==> src/rtl/booth_pkg.sv <==
// booth_pkg: shared width default, FSM state encoding and Booth op decode
package booth_pkg;
  localparam int WIDTH_DEF = 16;
  typedef enum logic [1:0] {IDLE, RUN, DONE} state_e;
  typedef enum logic [1:0] {NOP, ADD, SUB} booth_op_e;
  function automatic booth_op_e booth_op(input logic [1:0] pair);
    return pair == 2'b01 ? ADD : pair == 2'b10 ? SUB : NOP;
  endfunction
endpackage

==> src/rtl/booth_step.sv <==
// booth_step: one radix-2 Booth add/sub then arithmetic right shift (acc_i/q_i/qm1_i/a_i -> acc_o/q_o/qm1_o)
module booth_step import booth_pkg::*; #(
  parameter int WIDTH = WIDTH_DEF
) (
  input  logic [WIDTH:0]   acc_i,
  input  logic [WIDTH-1:0] q_i,
  input  logic             qm1_i,
  input  logic [WIDTH-1:0] a_i,
  output logic [WIDTH:0]   acc_o,
  output logic [WIDTH-1:0] q_o,
  output logic             qm1_o
);
  booth_op_e op;
  logic [WIDTH:0] ax;
  logic [WIDTH:0] sum;
  always_comb begin
    op  = booth_op({q_i[0], qm1_i});
    ax  = {a_i[WIDTH-1], a_i};
    sum = op == ADD ? acc_i + ax : op == SUB ? acc_i + ~ax + (WIDTH+1)'(1) : acc_i;
  end
  assign acc_o = {sum[WIDTH], sum[WIDTH:1]};
  assign q_o   = {sum[0], q_i[WIDTH-1:1]};
  assign qm1_o = q_i[0];
endmodule

==> src/rtl/booth_seq_mult.sv <==
// booth_seq_mult: sequential signed Booth multiplier; in_valid/in_ready/a/b in, out_valid/out_ready/p out, busy
module booth_seq_mult import booth_pkg::*; #(
  parameter int WIDTH = WIDTH_DEF
) (
  input  logic               clk,
  input  logic               rst_n,
  input  logic               in_valid,
  output logic               in_ready,
  input  logic [WIDTH-1:0]   a,
  input  logic [WIDTH-1:0]   b,
  output logic               out_valid,
  input  logic               out_ready,
  output logic [2*WIDTH-1:0] p,
  output logic               busy
);
  localparam int CW = $clog2(WIDTH);
  localparam logic [CW-1:0] LAST = CW'(WIDTH-1);
  state_e state_q;
  logic [CW-1:0] cnt_q;
  logic [WIDTH:0] acc_q, acc_d;
  logic [WIDTH-1:0] q_q, q_d, a_q;
  logic qm1_q, qm1_d;
  logic [2*WIDTH-1:0] p_q;
  logic out_valid_q;
  booth_step #(.WIDTH(WIDTH)) u_step (
    .acc_i(acc_q),
    .q_i  (q_q),
    .qm1_i(qm1_q),
    .a_i  (a_q),
    .acc_o(acc_d),
    .q_o  (q_d),
    .qm1_o(qm1_d)
  );
  always_ff @(posedge clk) begin
    if (!rst_n) begin
      state_q     <= IDLE;
      cnt_q       <= '0;
      acc_q       <= '0;
      q_q         <= '0;
      qm1_q       <= 1'b0;
      a_q         <= '0;
      p_q         <= '0;
      out_valid_q <= 1'b0;
    end else begin
      case (state_q)
        IDLE: if (in_valid) begin
          a_q     <= a;
          acc_q   <= '0;
          q_q     <= b;
          qm1_q   <= 1'b0;
          cnt_q   <= '0;
          state_q <= RUN;
        end
        RUN: begin
          acc_q <= acc_d;
          q_q   <= q_d;
          qm1_q <= qm1_d;
          cnt_q <= cnt_q + CW'(1);
          if (cnt_q == LAST) begin
            p_q         <= {acc_d[WIDTH-1:0], q_d};
            out_valid_q <= 1'b1;
            state_q     <= DONE;
          end
        end
        DONE: if (out_ready) begin
          out_valid_q <= 1'b0;
          state_q     <= IDLE;
        end
        default: state_q <= IDLE;
      endcase
    end
  end
  assign in_ready  = state_q == IDLE;
  assign busy      = state_q != IDLE;
  assign out_valid = out_valid_q;
  assign p         = p_q;
endmodule
==> config.mk <==
export PLATFORM = sky130hd
export DESIGN_NAME = booth_seq_mult
export DESIGN_NICKNAME = d
export VERILOG_FILES = /design/src/rtl/booth_pkg.sv /design/src/rtl/booth_step.sv /design/src/rtl/booth_seq_mult.sv
export SDC_FILE = /design/constraint.sdc
export NUM_CORES = 1
export LEC_CHECK = 0
export BUFFER_PORTS_ARGS = -buffer_cell sky130_fd_sc_hd__buf_2
export CELL_PAD_IN_SITES_DETAIL_PLACEMENT = 0
export CELL_PAD_IN_SITES_GLOBAL_PLACEMENT = 1
export CORE_MARGIN = 1.5
export CORE_UTILIZATION = 39
export DETAILED_ROUTE_END_ITERATION = 8
export HOLD_SLACK_MARGIN = 0.02
export PLACE_DENSITY_LB_ADDON = 0.15
export RECOVER_POWER = 25
export SYNTH_ARGS = -nofsm -noshare
export SYNTH_HDL_FRONTEND = slang
export SYNTH_SLANG_ARGS = --single-unit
==> constraint.sdc <==
create_clock -name clk -period 2.3 [get_ports clk]
set_input_delay 0.23 -clock clk [delete_from_list [all_inputs] [get_ports clk]]
set_output_delay 0.23 -clock clk [all_outputs]
set_load 0.05 [all_outputs]
# Word level (Yosys, flattened, before mapping)
# Index checks and enable logic that the tools add are counted.
# totals
memories,0
latch_bits,0
ramBits,0
wordCells,51
rom_bits,0
register_bits,89
# op_classes
magnitude_cmp,0
shifts,0
mux,19
add_sub_neg,4
n_bitwise,1
div_mod_pow,0
multipliers,0
n_reduce_logical,9
n_eq_ne,10
# ops
cell,count
17-bit 2-to-1 mux,3
17-bit adder,2
17-bit one-hot mux with 2 select lines,1
16-bit one-hot mux with 2 select lines,1
"17-bit by 1-bit adder with 17-bit output, second input constant",1
17-bit NOT,1
16-bit 2-to-1 mux,1
2-bit 2-to-1 mux,5
4-bit one-hot mux with 2 select lines,1
"2-bit by 1-bit == test with 1-bit output, second input constant",3
"2-bit == test, second input constant",3
"2-bit inequality test, second input constant",3
2-bit one-hot mux with 3 select lines,1
2-bit AND reduction,3
3-bit AND reduction,2
2-bit nonzero test,3
"4-bit by 1-bit adder with 4-bit output, second input constant",1
"4-bit == test, second input constant",1
4-bit 2-to-1 mux,1
1-bit one-hot mux with 2 select lines,2
1-bit 2-to-1 mux,3
2-bit zero test,1

# Longest topological paths before layout
# depth
depth_word,7
mapped_depth,11
mapped_depth_nobuf,11

# Modules after synthesis
# A second synthesis with hierarchy kept.
# hier_totals
cells_unflattened,722
area_unflattened_um2,5934.4
# modules_own_cells
mod,n_inst,cells_per_inst,area_each_um2,seq_area_each_um2
booth_seq_mult,1,407,3697.3,1781.7
booth_step,1,315,2237.1,0.0

# Worst setup path before layout
# OpenSTA, ideal clock, no wires.
# synth_path
kind,register to register
from,register acc_q[1]
to,register acc_q[11]
setup_ns,0.141
setup_slack_ns,-0.126
path_stages_with_launch,10
arrival_time_ns,2.285
cell_sequence,dfxtp_1 > inv_1 > fa_1 > o21bai_4 > a21oi_2 > o211ai_2 > nand4_1 > mux2_4 > a2111oi_4 > a311oi_1
# synth_via
elab_chain_len,5
word_cells_on_any_way,6
cone_classes,add/sub (3); mux (3)
# synth_lines
item,line_no,text
from (decl),booth_seq_mult.sv:20,"logic [WIDTH:0] acc_q, acc_d;"
from (signal assigned),booth_seq_mult.sv:38,acc_q <= '0;
from (signal assigned),booth_seq_mult.sv:48,acc_q <= '0;
from (signal assigned),booth_seq_mult.sv:55,acc_q <= acc_d;
17-bit adder,booth_step.sv:19,sum = op == ADD ? acc_i + ax : op == SUB ? acc_i + ~ax + (WIDTH+1)'(1) : acc_i;
17-bit by 1-bit adder with 17-bit output,booth_step.sv:19,
17-bit 2-to-1 mux,booth_step.sv:19,
17-bit 2-to-1 mux (*),booth_step.sv:19,
17-bit one-hot mux with 2 select lines (*),booth_seq_mult.sv:45,case (state_q)
# Mark *: on every way between the ends. The rest lies on a longest branch, timed or not.
# A chain may end at the register's enable or synchronous reset.

# Worst setup path in the final report
# layout_path
from,register acc_q[0]
to,register acc_q[11]
# Same word-level chain as after synthesis.

==> summary.txt <==
Status = finished, violations left
Failing checks = negative setup slack
Post-synth EDFFs = 0
Ys Warns = 0
Final WL = 17400 um
RSZ-0062 raised after global routing = true
Power, Total = 4.695 mW
Post-DR wirelength/cell = 16.93 um
Antenna cells = 0
Fmax = 415.5 MHz
I/O Pins = 71
CP startpoint = acc_q[0]
Cell taking the most area after synthesis = dfxtp_1
Startpoint of the worst hold path = a[10]
Sequential share of power = 0.349
GRT Total Usage = 0.2416
WL met3 = 942 um
Final number of setup-violating endpoints = 10
Power density over the cells = 641.7 nW/um2
Cts hold-fix bufs = 0
Switch share = 0.3080
Final worst slack = -0.1068 ns
Register area share after synthesis = 0.3257
Synth top area cells = dfxtp_1 (33%), nand2_1 (8.5%), ha_1 (7.9%), a21oi_1 (6.9%), nor2_1 (4.6%)
DR vias = 5553
#FFs+latches synth = 88
Final worst path period share = 1.046
Synth cell count leaders = nand2_1 (123), dfxtp_1 (88), a21oi_1 (75), nor2_1 (67), clkbuf_1 (35)
Core region area = 13400 um2
Clock latency on the worst-skew pair = 0.36 ns
Post-route DRC = 0
Ys async rst share = 0
Cells after Synth = 697
Leakage power = 2.993 nW
CTS H-tree lvls = 3
CTS Sinks = 88
Cell-internal power = 3.249 mW
Grt ovf = 0
Worst hold path type = input pin to flop
Largest net degree at the start of global routing = 48
M1 WL = 8140 um
Port bufs = 70
Row count = 42
Antenna-violating nets left = 0
Die width = 120.8 um
Worst path required time = 2.53 ns
Final Hold Vio Count = 0
Initial DRC count = 417
GP Congestion = 0.9209
Worst Tran Pin Value = 0.6508 ns
Routed wl met2 = 8036 um
CTS max path bufs = 2
Vias per inst = 5.402
Die ar. = 14580 um2
Max-cap violations = 0
Startpoint types = flop
Area delta synth->final = 35.28%
Clock skew = 0.01108 ns
Ys flop type = dfxtp_1
CTS tree = built
Avg Cell Area, Syn = 7.760 um2
Count leader, synth = nand2_1
Netlist Area Pre-Place = 5409 um2
Cts bufs inserted = 9
Final Max Slew Viols = 0
Initial antenna violation count = 0
Rel. slew slack = 0.5680
Tmin final = 2.407 ns
Layout cell share with drive strength beyond 1 = 0.3251
Highest metal used = met4
DPL Wire Length = 12620 um
CP max stage delay = 0.36 ns
Reg-to-reg startpoint = acc_q[0]
Total Nets Final = 919
Worst-path maximum fanout = 2
NetSw = 1.446 mW
Initial Util = 0.4036
Cell Chain, Critical Path = ha_4 > inv_2 > fa_2 > o21bai_4 > a21oi_4 > o211ai_2 > nand4_1 > mux2_4 > a2111oi_4 > a311oi_1
Setup crit end kind = flop
Combinational Power Share = 0.276
Placement Setup Slack = -0.2555 ns
Clk pwr share = 0.375
Slowest CP cell = dfxtp_4
Post-synth top area share = 0.3257
Setup CP Type = flop to flop
Die Y = 120.8 um
Maximum VDD drop = 354.0 uV
Post-synthesis cell type count = 74
First drt pass iteration count = 5
Worst-path clk slew = 0.07 ns
Root buffer cell = clkbuf_16
Vias in the first global route = 5270
Global-route wire length before repair = 27370 um
CP arrival = 2.63 ns
Syn_nets = 769
-- layout make-up --
type                       count  area [um2]
inverter                      31       121.4
fill                        1299        6083
clock buffer                   9       225.2
tap                          176       220.2
sequential                    88        1778
timing repair buffer         191        1254
clock inverter                 7       126.4
multi-input combinational    526        3592
-- sequential cells by signal, indices dropped and copies added, names as in the netlist --
register   flops
p             32
a_q           16
acc_q         16
q_q           16
cnt_q          4
state_q        2
out_valid      1
qm1_q          1
-- worst max-delay path: cells and delay by family, from the launching register on --
family / cells / cell delay, ns
and+or+nand+nor: 1 / 0.19
adders and majority gates: 2 / 0.49
muxes: 1 / 0.35
AOI/OAI and AO/OA: 5 / 0.85
DFF: 1 / 0.36
buffers and inverters: 1 / 0.04
-- what timing repair did --
action                     in CTS  in global routing
setup buffers                   7                  8
pin swaps                      24                 29
setup endpoints to repair      21                 25
resized for setup              26                 54
-- placed cells by master, fill, tap and decap left out, types with 7 or more instances in the layout --
| cell type | count |
|---|---|
| ha_2 | 7 |
| nor2_1 | 64 |
| inv_1 | 21 |
| nand2_1 | 123 |
| nand3_1 | 13 |
| a211oi_1 | 7 |
| nand2b_1 | 8 |
| inv_2 | 8 |
| o21ai_1 | 8 |
| buf_4 | 117 |
| nand4_1 | 9 |
| ha_1 | 21 |
| xnor2_1 | 16 |
| o21ai_0 | 21 |
| dfxtp_1 | 79 |
| a21oi_1 | 69 |
| clkbuf_16 | 9 |
| nor2b_1 | 8 |
| a21oi_2 | 7 |
| buf_2 | 47 |
| clkbuf_1 | 23 |
| dfxtp_2 | 7 |
| a311oi_1 | 20 |
-- metal layers --
metal | global-route usage | up-vias
li1 | - | 2752
met1 | 0.3301 | 2595
met2 | 0.3860 | 185
met3 | 0.04057 | 21
met4 | 0.08015 | 0
met5 | 0 | -
-- cells by family after synthesis --
family	synth area share
compound gates	0.2718
mux	0.01064
flops	0.3257
fa+ha+maj	0.08605
buf+inv	0.06662
xor+xnor	0.03239
simple gates	0.2068
-- power groups by stage --
stage	clock [mW]	sequential [mW]	combinational [mW]
2_1_floorplan	0	1.66	0.708
3_3_place_gp	0	1.67	1.11
3_5_place_dp	0	1.67	1.12
4_1_cts	1.78	1.63	1.19
5_1_grt	1.85	1.65	1.40
6_report	1.76	1.64	1.30
-- path summary, 6_finish.rpt --
check                    to  cells after the start  slack (ns)
setup / recovery  acc_q[11]                     10       -0.11
hold / removal      a_q[10]                      3        0.09
hold reg to reg    cnt_q[3]                      1        0.45
setup reg to reg  acc_q[11]                     10       -0.11
-- through the flow --
step / cells / instance area, um2 / hold slack, ns / util / setup TNS (ns)
after floorplan: 697 / 5418 / 0.3584 / - / 0
after global placement: 997 / 6558 / 0.4328 / 0.4894 / -1.908
after detailed placement: 997 / 6558 / 0.4398 / 0.4894 / -2.396
after CTS: 1020 / 7068 / 0.09451 / 0.5275 / -0.4066
after global routing: 1028 / 7317 / 0.1167 / 0.5460 / -1.829
final: 1028 / 7317 / 0.09329 / 0.5460 / -0.5489
Note: power is estimated with default switching activity, not from simulation.
